[src/rtl/mem_port_arbiter_pkg.sv]
// Shared definitions for the main-memory port arbiter.
//   arb_state_e          : arbiter FSM states (idle, serving data side, serving instruction side)
//   ARB_TIMEOUT_DEFAULT  : default watchdog limit in serve cycles
//   ARB_CNT_W            : width of the watchdog counter
package mem_port_arbiter_pkg;

  typedef enum logic [1:0] {
    ARB_IDLE    = 2'd0,
    ARB_SERVE_D = 2'd1,
    ARB_SERVE_I = 2'd2
  } arb_state_e;

  localparam int unsigned ARB_TIMEOUT_DEFAULT = 255;
  localparam int unsigned ARB_CNT_W           = 8;

endpackage

[src/rtl/mem_port_arbiter_if.sv]
// Bundle of every signal between the arbiter, the two requesters and the memory.
//   Instruction side : I_READ, I_ADDRESS -> I_READDATA, I_BUSYWAIT
//   Data side        : D_READ, D_WRITE, D_ADDRESS, D_WRITEDATA -> D_READDATA, D_BUSYWAIT
//   Pipeline         : PIPE_BUSYWAIT (stall for all pipeline registers)
//   Memory           : MEM_READ, MEM_WRITE, MEM_ADDRESS, MEM_WRITEDATA -> MEM_READDATA, MEM_BUSYWAIT
//   Status           : ERROR (sticky watchdog flag)
// Modport slave is the arbiter's view; modport master is the view of the
// surrounding requesters and memory.
interface mem_port_arbiter_if #(
  parameter int ADDR_W = 32,
  parameter int DATA_W = 32
);

  logic              I_READ;
  logic [ADDR_W-1:0] I_ADDRESS;
  logic [DATA_W-1:0] I_READDATA;
  logic              I_BUSYWAIT;

  logic              D_READ;
  logic              D_WRITE;
  logic [ADDR_W-1:0] D_ADDRESS;
  logic [DATA_W-1:0] D_WRITEDATA;
  logic [DATA_W-1:0] D_READDATA;
  logic              D_BUSYWAIT;

  logic              PIPE_BUSYWAIT;

  logic              MEM_READ;
  logic              MEM_WRITE;
  logic [ADDR_W-1:0] MEM_ADDRESS;
  logic [DATA_W-1:0] MEM_WRITEDATA;
  logic [DATA_W-1:0] MEM_READDATA;
  logic              MEM_BUSYWAIT;

  logic              ERROR;

  modport slave (
    input  I_READ, I_ADDRESS,
    input  D_READ, D_WRITE, D_ADDRESS, D_WRITEDATA,
    input  MEM_READDATA, MEM_BUSYWAIT,
    output I_READDATA, I_BUSYWAIT,
    output D_READDATA, D_BUSYWAIT,
    output PIPE_BUSYWAIT,
    output MEM_READ, MEM_WRITE, MEM_ADDRESS, MEM_WRITEDATA,
    output ERROR
  );

  modport master (
    output I_READ, I_ADDRESS,
    output D_READ, D_WRITE, D_ADDRESS, D_WRITEDATA,
    output MEM_READDATA, MEM_BUSYWAIT,
    input  I_READDATA, I_BUSYWAIT,
    input  D_READDATA, D_BUSYWAIT,
    input  PIPE_BUSYWAIT,
    input  MEM_READ, MEM_WRITE, MEM_ADDRESS, MEM_WRITEDATA,
    input  ERROR
  );

endinterface

[src/rtl/mem_port_arbiter.sv]
// Arbitrates the single main-memory port between instruction fetch and the
// data side. Data requests win in IDLE; when a data transaction completes
// while an instruction read waits, the port goes straight to the instruction
// side so fetch cannot be starved. A watchdog aborts a serve that exceeds
// TIMEOUT cycles and raises a sticky ERROR.
// Ports:
//   CLK   : clock, rising edge
//   RESET : asynchronous, active-low reset
//   bus   : mem_port_arbiter_if.slave (requesters, memory, stall and error)
module mem_port_arbiter
  import mem_port_arbiter_pkg::*;
#(
  parameter int ADDR_W  = 32,
  parameter int DATA_W  = 32,
  parameter int TIMEOUT = ARB_TIMEOUT_DEFAULT
) (
  input  logic              CLK,
  input  logic              RESET,
  mem_port_arbiter_if.slave bus
);

  // Watchdog fires on the edge that closes the TIMEOUT-th serve cycle.
  localparam logic [ARB_CNT_W-1:0] CNT_LAST = ARB_CNT_W'(TIMEOUT - 1);

  arb_state_e            state_q, state_d;
  logic                  started_q, started_d;
  logic [ARB_CNT_W-1:0]  cnt_q, cnt_d;
  logic                  error_q, error_d;
  logic                  mem_read_q, mem_read_d;
  logic                  mem_write_q, mem_write_d;
  logic [ADDR_W-1:0]     mem_addr_q, mem_addr_d;
  logic [DATA_W-1:0]     mem_wdata_q, mem_wdata_d;
  logic [DATA_W-1:0]     i_rdata_q, i_rdata_d;
  logic [DATA_W-1:0]     d_rdata_q, d_rdata_d;

  logic d_req;
  logic serving;
  logic done;
  logic done_d;
  logic done_i;
  logic timeout;
  logic grant_d;
  logic grant_i;
  logic release_port;

  assign d_req   = bus.D_READ | bus.D_WRITE;
  assign serving = (state_q != ARB_IDLE);
  // Memory must first show it has taken the command (busy seen) before a
  // low MEM_BUSYWAIT can mean completion.
  assign done    = serving && started_q && !bus.MEM_BUSYWAIT;
  assign done_d  = done && (state_q == ARB_SERVE_D);
  assign done_i  = done && (state_q == ARB_SERVE_I);
  assign timeout = serving && !done && (cnt_q == CNT_LAST);

  always_comb begin
    state_d      = state_q;
    started_d    = started_q;
    cnt_d        = cnt_q;
    error_d      = error_q;
    mem_read_d   = mem_read_q;
    mem_write_d  = mem_write_q;
    mem_addr_d   = mem_addr_q;
    mem_wdata_d  = mem_wdata_q;
    i_rdata_d    = i_rdata_q;
    d_rdata_d    = d_rdata_q;
    grant_d      = 1'b0;
    grant_i      = 1'b0;
    release_port = 1'b0;

    if (serving) begin
      cnt_d = cnt_q + 1'b1;
      if (bus.MEM_BUSYWAIT) begin
        started_d = 1'b1;
      end
    end

    case (state_q)
      ARB_IDLE: begin
        if (d_req) begin
          grant_d = 1'b1;
        end else if (bus.I_READ) begin
          grant_i = 1'b1;
        end
      end
      ARB_SERVE_D: begin
        if (done_d) begin
          if (bus.D_READ) begin
            d_rdata_d = bus.MEM_READDATA;
          end
          // Hand the port straight to a waiting fetch; otherwise go idle.
          if (bus.I_READ) begin
            grant_i = 1'b1;
          end else begin
            release_port = 1'b1;
          end
        end
      end
      ARB_SERVE_I: begin
        if (done_i) begin
          // A fetch flushed mid-serve leaves I_READ low: its data is dropped.
          if (bus.I_READ) begin
            i_rdata_d = bus.MEM_READDATA;
          end
          release_port = 1'b1;
        end
      end
      default: begin
        release_port = 1'b1;
      end
    endcase

    if (timeout) begin
      error_d      = 1'b1;
      release_port = 1'b1;
    end

    if (grant_d) begin
      state_d     = ARB_SERVE_D;
      mem_read_d  = bus.D_READ;
      mem_write_d = bus.D_WRITE;
      mem_addr_d  = bus.D_ADDRESS;
      mem_wdata_d = bus.D_WRITEDATA;
      started_d   = 1'b0;
      cnt_d       = '0;
    end else if (grant_i) begin
      state_d     = ARB_SERVE_I;
      mem_read_d  = 1'b1;
      mem_write_d = 1'b0;
      mem_addr_d  = bus.I_ADDRESS;
      mem_wdata_d = '0;
      started_d   = 1'b0;
      cnt_d       = '0;
    end else if (release_port) begin
      state_d     = ARB_IDLE;
      mem_read_d  = 1'b0;
      mem_write_d = 1'b0;
      mem_addr_d  = '0;
      mem_wdata_d = '0;
      started_d   = 1'b0;
      cnt_d       = '0;
    end
  end

  always_ff @(posedge CLK or negedge RESET) begin
    if (!RESET) begin
      state_q     <= ARB_IDLE;
      started_q   <= 1'b0;
      cnt_q       <= '0;
      error_q     <= 1'b0;
      mem_read_q  <= 1'b0;
      mem_write_q <= 1'b0;
      mem_addr_q  <= '0;
      mem_wdata_q <= '0;
      i_rdata_q   <= '0;
      d_rdata_q   <= '0;
    end else begin
      state_q     <= state_d;
      started_q   <= started_d;
      cnt_q       <= cnt_d;
      error_q     <= error_d;
      mem_read_q  <= mem_read_d;
      mem_write_q <= mem_write_d;
      mem_addr_q  <= mem_addr_d;
      mem_wdata_q <= mem_wdata_d;
      i_rdata_q   <= i_rdata_d;
      d_rdata_q   <= d_rdata_d;
    end
  end

  // Requester stalls are combinational so they act in the request cycle.
  assign bus.I_BUSYWAIT    = bus.I_READ && !done_i;
  assign bus.D_BUSYWAIT    = d_req && !done_d;
  assign bus.PIPE_BUSYWAIT = bus.I_BUSYWAIT | bus.D_BUSYWAIT;

  // Read data flows through in the completion cycle, then comes from the hold register.
  assign bus.I_READDATA    = done_i ? bus.MEM_READDATA : i_rdata_q;
  assign bus.D_READDATA    = done_d ? bus.MEM_READDATA : d_rdata_q;

  assign bus.MEM_READ      = mem_read_q;
  assign bus.MEM_WRITE     = mem_write_q;
  assign bus.MEM_ADDRESS   = mem_addr_q;
  assign bus.MEM_WRITEDATA = mem_wdata_q;
  assign bus.ERROR         = error_q;

endmodule

[src/flat_wrapper.sv]
// flat-port wrapper written by rule: the top's interface ports become plain ports
module mem_port_arbiter_flat import mem_port_arbiter_pkg::*;
#(
  parameter int ADDR_W  = 32,
  parameter int DATA_W  = 32,
  parameter int TIMEOUT = ARB_TIMEOUT_DEFAULT
)
  (CLK, RESET, bus_I_READ, bus_I_ADDRESS, bus_D_READ, bus_D_WRITE, bus_D_ADDRESS, bus_D_WRITEDATA, bus_MEM_READDATA, bus_MEM_BUSYWAIT, bus_I_READDATA, bus_I_BUSYWAIT, bus_D_READDATA, bus_D_BUSYWAIT, bus_PIPE_BUSYWAIT, bus_MEM_READ, bus_MEM_WRITE, bus_MEM_ADDRESS, bus_MEM_WRITEDATA, bus_ERROR);
  mem_port_arbiter_if #(.ADDR_W(ADDR_W), .DATA_W(DATA_W)) bus_i ();
  input  logic CLK;
  input  logic RESET;
  input wire logic [$bits(bus_i.I_READ)-1:0] bus_I_READ;
  input wire logic [$bits(bus_i.I_ADDRESS)-1:0] bus_I_ADDRESS;
  input wire logic [$bits(bus_i.D_READ)-1:0] bus_D_READ;
  input wire logic [$bits(bus_i.D_WRITE)-1:0] bus_D_WRITE;
  input wire logic [$bits(bus_i.D_ADDRESS)-1:0] bus_D_ADDRESS;
  input wire logic [$bits(bus_i.D_WRITEDATA)-1:0] bus_D_WRITEDATA;
  input wire logic [$bits(bus_i.MEM_READDATA)-1:0] bus_MEM_READDATA;
  input wire logic [$bits(bus_i.MEM_BUSYWAIT)-1:0] bus_MEM_BUSYWAIT;
  output wire logic [$bits(bus_i.I_READDATA)-1:0] bus_I_READDATA;
  output wire logic [$bits(bus_i.I_BUSYWAIT)-1:0] bus_I_BUSYWAIT;
  output wire logic [$bits(bus_i.D_READDATA)-1:0] bus_D_READDATA;
  output wire logic [$bits(bus_i.D_BUSYWAIT)-1:0] bus_D_BUSYWAIT;
  output wire logic [$bits(bus_i.PIPE_BUSYWAIT)-1:0] bus_PIPE_BUSYWAIT;
  output wire logic [$bits(bus_i.MEM_READ)-1:0] bus_MEM_READ;
  output wire logic [$bits(bus_i.MEM_WRITE)-1:0] bus_MEM_WRITE;
  output wire logic [$bits(bus_i.MEM_ADDRESS)-1:0] bus_MEM_ADDRESS;
  output wire logic [$bits(bus_i.MEM_WRITEDATA)-1:0] bus_MEM_WRITEDATA;
  output wire logic [$bits(bus_i.ERROR)-1:0] bus_ERROR;
  assign bus_i.I_READ = bus_I_READ;
  assign bus_i.I_ADDRESS = bus_I_ADDRESS;
  assign bus_i.D_READ = bus_D_READ;
  assign bus_i.D_WRITE = bus_D_WRITE;
  assign bus_i.D_ADDRESS = bus_D_ADDRESS;
  assign bus_i.D_WRITEDATA = bus_D_WRITEDATA;
  assign bus_i.MEM_READDATA = bus_MEM_READDATA;
  assign bus_i.MEM_BUSYWAIT = bus_MEM_BUSYWAIT;
  assign bus_I_READDATA = bus_i.I_READDATA;
  assign bus_I_BUSYWAIT = bus_i.I_BUSYWAIT;
  assign bus_D_READDATA = bus_i.D_READDATA;
  assign bus_D_BUSYWAIT = bus_i.D_BUSYWAIT;
  assign bus_PIPE_BUSYWAIT = bus_i.PIPE_BUSYWAIT;
  assign bus_MEM_READ = bus_i.MEM_READ;
  assign bus_MEM_WRITE = bus_i.MEM_WRITE;
  assign bus_MEM_ADDRESS = bus_i.MEM_ADDRESS;
  assign bus_MEM_WRITEDATA = bus_i.MEM_WRITEDATA;
  assign bus_ERROR = bus_i.ERROR;
  mem_port_arbiter #(.ADDR_W(ADDR_W), .DATA_W(DATA_W), .TIMEOUT(TIMEOUT)) u_core (.CLK(CLK), .RESET(RESET), .bus(bus_i));
endmodule
[config.mk]
export PLATFORM = sky130hd
export DESIGN_NAME = mem_port_arbiter_flat
export DESIGN_NICKNAME = d
export VERILOG_FILES = /design/src/rtl/mem_port_arbiter_pkg.sv /design/src/rtl/mem_port_arbiter_if.sv /design/src/rtl/mem_port_arbiter.sv /design/src/flat_wrapper.sv
export SDC_FILE = /design/constraint.sdc
export NUM_CORES = 1
export LEC_CHECK = 0
export BUFFER_PORTS_ARGS = -buffer_cell sky130_fd_sc_hd__buf_4
export CORE_ASPECT_RATIO = 0.9
export CORE_MARGIN = 2
export CORE_UTILIZATION = 44
export DETAILED_ROUTE_END_ITERATION = 16
export GPL_ROUTABILITY_DRIVEN = 0
export GPL_TIMING_DRIVEN = 0
export PLACE_DENSITY_LB_ADDON = 0.25
export SLEW_MARGIN = 20
export SYNTH_ARGS = -nofsm -noshare
export SYNTH_HDL_FRONTEND = slang
export SYNTH_SLANG_ARGS = --single-unit
export TNS_END_PERCENT = 20
[constraint.sdc]
create_clock -name CLK -period 2.2 [get_ports CLK]
set_clock_uncertainty 0.05 [all_clocks]
set_input_delay 0.44 -clock CLK [delete_from_list [all_inputs] [get_ports CLK]]
set_output_delay 0.44 -clock CLK [all_outputs]
set_load 0.03 [all_outputs]
==> out/results.tsv, run 1 <==
stage	metric	value	unit
clock_tree	htree_levels	4	
clock_tree	cts_buffers	17	
global_route	grt_pass1_wl	32100	um
floorplan	die_x	134	um
finish	multiInputGateArea	3130	um2
setup_path	cp-endpoint	bus_I_READDATA[15]	
synthesis	synth_async_sr_flop_share	100	%
setup_path	cp_max_fo	8	
setup_path	worst_path_most_repeated_cell	buf_12	
finish	nNetsFinal	1018	
finish	finish.utilization	70.3	%
drt	top_layer	met4	
clock_tree	clock-root-buffer	clkbuf_16	
clock_tree	max-clock-path-buffers	2	
clock_tree	cts.clk_slew.worst_paths	0.06	ns
placement	place_ws	-0.331	ns
drt	wl_met1	8240	um
timing	slew_headroom	51.3	%
synthesis	netlist_area	6670	um2
drt	via_per_inst	5.45	
setup_path	rrSetupSlack	0.12	ns
run_status	status	finished with violations	
setup_path	reg2reg_depth	7	
floorplan	start_util	45.2	%
finish	n_antenna_cell	0	
pwr	ir_drop	0.000889	V
timing	drv_slew	0	
finish	n_fill_cell	1036	
drt	drt_iter0_drc	330	
floorplan	std_cell_rows	42	
placement	hpwlAfterDp	14200	um
synthesis	synthCells	582	
run_status	violations	negative setup slack	
timing	fin_ws	-0.308	ns
synthesis	ys_ff_latch	142	
setup_path	slowest_stage	dfrtp_1	
synthesis	ys_warn_count	0	
timing	grt_setup_unrepaired	yes	
timing	finalHoldViolations	0	
synthesis	synth_ff_type	dfrtp_1	
setup_path	cp_data_arrival_time	2.02	ns
synthesis	yosysSeqAreaShare	53.3	%
setup_path	startpoint	u_core.started_q	
timing	worst_slew_pin_slew	0.728	ns
setup_path	r2r_start	u_core.started_q	
floorplan	io_pins	268	
drt	dr.pass1.iters	5	
pwr	power.leakage	4.95	nW
global_route	grt_pass1_vias	6123	
timing	fmax	399	MHz
clock_tree	clock_latency	0.42	ns
pwr	fin_total_pwr	16.0	mW
setup_path	critPathMaxStageDelay	0.37	ns
finish	final-seq-area	3550	um2
timing	fin_crit	2.51	ns
drt	dr_total_vias	5960	
clock_tree	clock-sinks	142	
min_path	holdCritPathClass	in -> reg	
finish	drive_gt1_share	54.2	%
drt	wl_met3	1440	um
flow_run	max_cap_violations	0	
finish	area_delta_synth_final	55.6	%
setup_path	path_class	reg -> out	
drt	ant_nets	0	
timing	setup_violations	66	
drt	wl_met2	10900	um
synthesis	synth-edff-count	0	
setup_path	cp-end-kind	output pin	
global_route	overflow	0	
setup_path	start_kind	register	
floorplan	core-area	14800	um2
synthesis	syn-num-nets	718	
global_route	track_usage	25.5	%
setup_path	path_cells	nor2b_4 > and3_4 > buf_12 > buf_12 > buf_8 > mux2_4 > buf_6	
drt	wl_per_cell	19.2	um
floorplan	die_y	121	um
setup_path	reg2reg_to	u_core.bus.MEM_WRITEDATA[7]	
synthesis	avgSynthCellArea	11.5	um2
placement	portBuffers	267	
pwr	power_density	1540	nW/um2
floorplan	die_area	16200	um2
global_route	grt_max_degree	75	
drt	route.detailed.drc	0	
global_route	grt_antenna_before_repair	0	
drt	routed_wl	20900	um
clock_tree	cts_tree	built	
synthesis	yosysUniqueCellTypes	37	
setup_path	worstPathRequired	1.71	ns
timing	period_share	114	%
==> synth_stat cells (4+ instances only) <==
master,count,share of area [%]
a21oi_1,4,0.30
a22oi_1,32,3.6
buf_2,22,1.7
buf_4,5,0.56
clkbuf_1,15,0.84
dfrtp_1,142,53
inv_1,4,0.22
mux2_2,128,22
nand2_1,43,2.4
nand3_1,68,5.1
nor2b_1,4,0.37
nor3_1,7,0.52
o21ai_0,59,4.4
o21ai_1,11,0.83
xnor2_1,4,0.52
==> where the power goes <==
| group | switching [mW] | internal, mW |
|---|---|---|
| logic | 4.80 | 3.93 |
| clock network | 1.16 | 1.78 |
| registers | 0.641 | 3.70 |
| total | 6.60 | 9.42 |
==> cell usage in the layout, fill, tap and decap left out, drive strengths merged, types with 3 or more instances in the layout <==
| master | count |
|---|---|
| buf | 310 |
| nand3 | 69 |
| a21oi | 4 |
| nor2 | 4 |
| nand2 | 43 |
| a22oi | 32 |
| clkinvlp | 5 |
| mux2 | 128 |
| dfrtp | 142 |
| xnor2 | 4 |
| nor3 | 8 |
| clkbuf | 36 |
| and3 | 3 |
| inv | 5 |
| o31ai | 3 |
| nor2b | 4 |
| clkinv | 5 |
| o21ai | 70 |
| bufinv | 3 |
==> stage by stage <==
stage                     area (um2)  hold slack, ns  setup TNS (ns)  cells
after detailed placement        8960           0.387          -18.31   1048
after floorplan                 6670          0.0944               0    582
after global routing           10400           0.166          -18.82   1093
final                          10400           0.172          -14.52   1093
after CTS                      10200           0.161          -14.69   1095
after global placement          8920           0.405          -32.20   1047
==> cell type report <==
type,instances,share of cell area [%]
clock inverters,14,1.63
multi-input cells,388,30.2
flip-flops and latches,142,34.2
clock buffers,18,4.13
plain buffers,47,3.31
well taps,198,2.39
repair buffers,282,24.0
inverters,4,0.145
==> metal layers <==
layer	global-route usage, %	vias up
met5	0	-
met4	8.64	0
met3	7.30	25
met2	44.0	242
met1	30.6	2980
li1	-	2713
==> cell families after synthesis <==
family          Yosys count  synth area share, %
flops                   142                 53.3
simple gates            139                 10.1
mux                     128                 21.6
compound gates          115                 10.2
buf+inv                  52                 3.88
xor+xnor                  4                0.525
fa+ha+maj                 2                0.375
==> critical path, delay by kind of cell, from the launching register on <==
| kind | cells | cell delay (ns) |
|---|---|---|
| buf+inv | 4 | 0.52 |
| flops | 1 | 0.37 |
| simple gates | 2 | 0.38 |
| mux | 1 | 0.32 |
==> flip-flops by register name, summed over array words and instances (netlist names), 2 cells and up <==
signal	cells
u_core.state_q	2
u_core.bus.MEM_ADDRESS	32
u_core.i_rdata_q	32
u_core.bus.MEM_WRITEDATA	32
u_core.cnt_q	8
u_core.d_rdata_q	32
==> how the worst min path moves through the flow <==
stage	start	to	slack, ns	cells past startpoint
2_1_floorplan	RESET	u_core.bus.ERROR	0.09	0
3_3_place_gp	u_core.bus.ERROR	u_core.bus.ERROR	0.41	1
3_5_place_dp	RESET	u_core.d_rdata_q[14]	0.39	1
4_1_cts	bus_D_WRITEDATA[14]	u_core.bus.MEM_WRITEDATA[14]	0.16	3
5_1_grt	bus_D_WRITEDATA[4]	u_core.bus.MEM_WRITEDATA[4]	0.17	3
6_report	bus_D_WRITEDATA[14]	u_core.bus.MEM_WRITEDATA[14]	0.17	3
==> repair_timing <==
item | in CTS | in global routing
gates cloned | 4 | 0
resized for setup | 123 | 58
hold endpoints to repair | 68 | 0
endpoints found under the setup margin | 67 | 70
buffers inserted | 11 | 0
hold buffers | 1 | 0
pin swaps | 2 | 2
(Power assumes the default switching activity.)
==> run 2, diff against run 1 <==
--- a/config.mk
+++ b/config.mk
@@ -6,9 +6,10 @@
 export NUM_CORES = 1
 export LEC_CHECK = 0
 export BUFFER_PORTS_ARGS = -buffer_cell sky130_fd_sc_hd__buf_4
-export CORE_ASPECT_RATIO = 0.9
+export CORE_ASPECT_RATIO = 2
 export CORE_MARGIN = 2
 export CORE_UTILIZATION = 44
+export CTS_BUF_LIST = sky130_fd_sc_hd__clkbuf_8
 export DETAILED_ROUTE_END_ITERATION = 16
 export GPL_ROUTABILITY_DRIVEN = 0
 export GPL_TIMING_DRIVEN = 0
==> out/results.tsv, run 2 (same netlist as run 1, synthesis figures left out) <==
stage	metric	value	unit	change
run_status	status	finished with violations		
run_status	violations	design-rule violations, negative setup slack		
finish	multiInputGateArea	3140	um2	+0.36%
placement	place_ws	-0.357	ns	-0.0263 ns
global_route	grt_antenna_before_repair	0		unchanged
setup_path	cp_max_fo	6		-2
pwr	power.leakage	4.86	nW	-1.9%
timing	drv_slew	0		unchanged
floorplan	start_util	45.0	%	-0.16 points
floorplan	die_area	16200	um2	+0.36%
pwr	fin_total_pwr	15.1	mW	-5.5%
timing	slew_headroom	53.8	%	+2.5 points
timing	finalHoldViolations	0		unchanged
setup_path	worstPathRequired	1.71	ns	about the same
drt	drt_iter0_drc	180		-45%
timing	fmax	407	MHz	+2.2%
global_route	grt_max_degree	98		+31%
timing	setup_violations	65		-1.5%
global_route	grt_pass1_wl	32300	um	+0.67%
floorplan	die_x	91.1	um	-32%
pwr	ir_drop	0.000776	V	-13%
drt	ant_nets	0		unchanged
finish	n_fill_cell	1120		+8.1%
clock_tree	clock-sinks	142		unchanged
drt	route.detailed.drc	1		+1
drt	via_per_inst	5.43		-0.43%
floorplan	core-area	14800	um2	+0.36%
floorplan	die_y	178	um	+47%
floorplan	io_pins	268		unchanged
drt	dr.pass1.iters	10		+5
placement	portBuffers	267		unchanged
setup_path	cp-end-kind	output pin		
placement	hpwlAfterDp	14700	um	+3.5%
finish	final_cell_mix	209 x buf_4, 140 x dfrtp_1, 70 x buf_6		
drt	routed_wl	20800	um	-0.75%
clock_tree	clock-root-buffer	clkbuf_8		
clock_tree	clock_latency	0.45	ns	+0.03 ns
finish	nNetsFinal	1016		-0.20%
global_route	grt_pass1_vias	6350		+3.7%
finish	n_antenna_cell	0		unchanged
clock_tree	cts_buffers	17		unchanged
timing	grt_setup_unrepaired	yes		
finish	area_delta_synth_final	52.3	%	
global_route	overflow	0		unchanged
flow_run	max_cap_violations	0		unchanged
finish	layout_commonest_cell	buf_4		
drt	wl_per_cell	19.1	um	-0.29%
clock_tree	cts.clk_slew.worst_paths	0.09	ns	+0.03 ns
clock_tree	htree_levels	4		unchanged
timing	fin_crit	2.45	ns	-0.0529 ns
setup_path	cp_data_arrival_time	1.96	ns	-0.06 ns
timing	period_share	112	%	-2.4 points
setup_path	start_kind	register		
min_path	holdCritPathClass	in -> reg		
global_route	track_usage	25.3	%	-0.20 points
floorplan	std_cell_rows	63		+50%
timing	fin_ws	-0.255	ns	+0.0529 ns
setup_path	path_class	reg -> out		
clock_tree	max-clock-path-buffers	2		unchanged
clock_tree	cts_tree	built		
finish	drive_gt1_share	54.2	%	about the same
timing	worst_slew_pin_slew	0.690	ns	-0.0380 ns
drt	dr_total_vias	5907		-0.89%
finish	final-seq-area	3560	um2	about the same
pwr	power_density	1490	nW/um2	-3.5%
-- run 2: metal layers --
layer	vias to the layer above	global-route usage, %	wire [um]
met2	271	47.2	11400
met3	49	6.25	1360
met5	-	0	0
met4	0	11.6	750
met1	2881	26.3	7330
li1	2706	-	-
-- run 2: path summary, 6_finish.rpt --
check | depth (start not counted) | startpoint | end | slack, ns
hold / removal | 3 | bus_D_WRITEDATA[28] | u_core.bus.MEM_WRITEDATA[28] | 0.14
max in group asynchronous | 3 | RESET | u_core.bus.MEM_WRITEDATA[6] | 0.84
setup / recovery | 6 | u_core.started_q | bus_I_READDATA[0] | -0.25
hold reg to reg | 1 | u_core.bus.ERROR | u_core.bus.ERROR | 0.43
setup reg to reg | 6 | u_core.state_q[0] | u_core.bus.MEM_ADDRESS[21] | 0.15
min in group asynchronous | 2 | RESET | u_core.d_rdata_q[3] | 0.45
-- run 2: critical path: stages (launching register included) --
cell	delay [ns]
dfrtp_1	0.36
nor2b_4	0.18
and3_4	0.21
buf_12	0.14
buf_4	0.14
mux2_2	0.35
buf_6	0.14
-- run 2: per-stage QoR --
stage | std cells | util (%) | setup TNS (ns) | hold WS [ns] | cell area, um2
after global routing | 1088 | 68.6 | -20.69 | 0.128 | 10200
after global placement | 1044 | 60.2 | -23.37 | 0.407 | 8920
after detailed placement | 1045 | 60.4 | -29.01 | 0.315 | 8960
final | 1088 | 68.6 | -14.47 | 0.143 | 10200
after CTS | 1088 | 67.9 | -15.64 | 0.118 | 10100
after floorplan | 582 | - | 0 | 0.0944 | 6670
-- run 2: repair_timing --
action                                  CTS  global route
buffers inserted                          9             0
gates resized for setup                 151            25
endpoints found under the setup margin  115            74
gates cloned                              3             1
pin swaps                                 3             1
hold buffers                              1             0
endpoints found under the hold margin    45             0
-- run 2: area by class of cell --
class | instances | area share [%]
buffer | 46 | 3.29
clock buffer | 18 | 2.44
clock inverter | 14 | 1.55
inverter | 4 | 0.148
multi-input combinational | 388 | 30.9
sequential | 142 | 35.0
tap | 195 | 2.40
timing repair buffer | 281 | 24.3
-- run 2: power breakdown --
group,leakage [nW],internal [mW],switching [mW]
Clock,0.197,1.06,1.08
Sequential,1.81,3.69,0.672
Combinational,2.85,3.90,4.74
Total,4.86,8.65,6.48
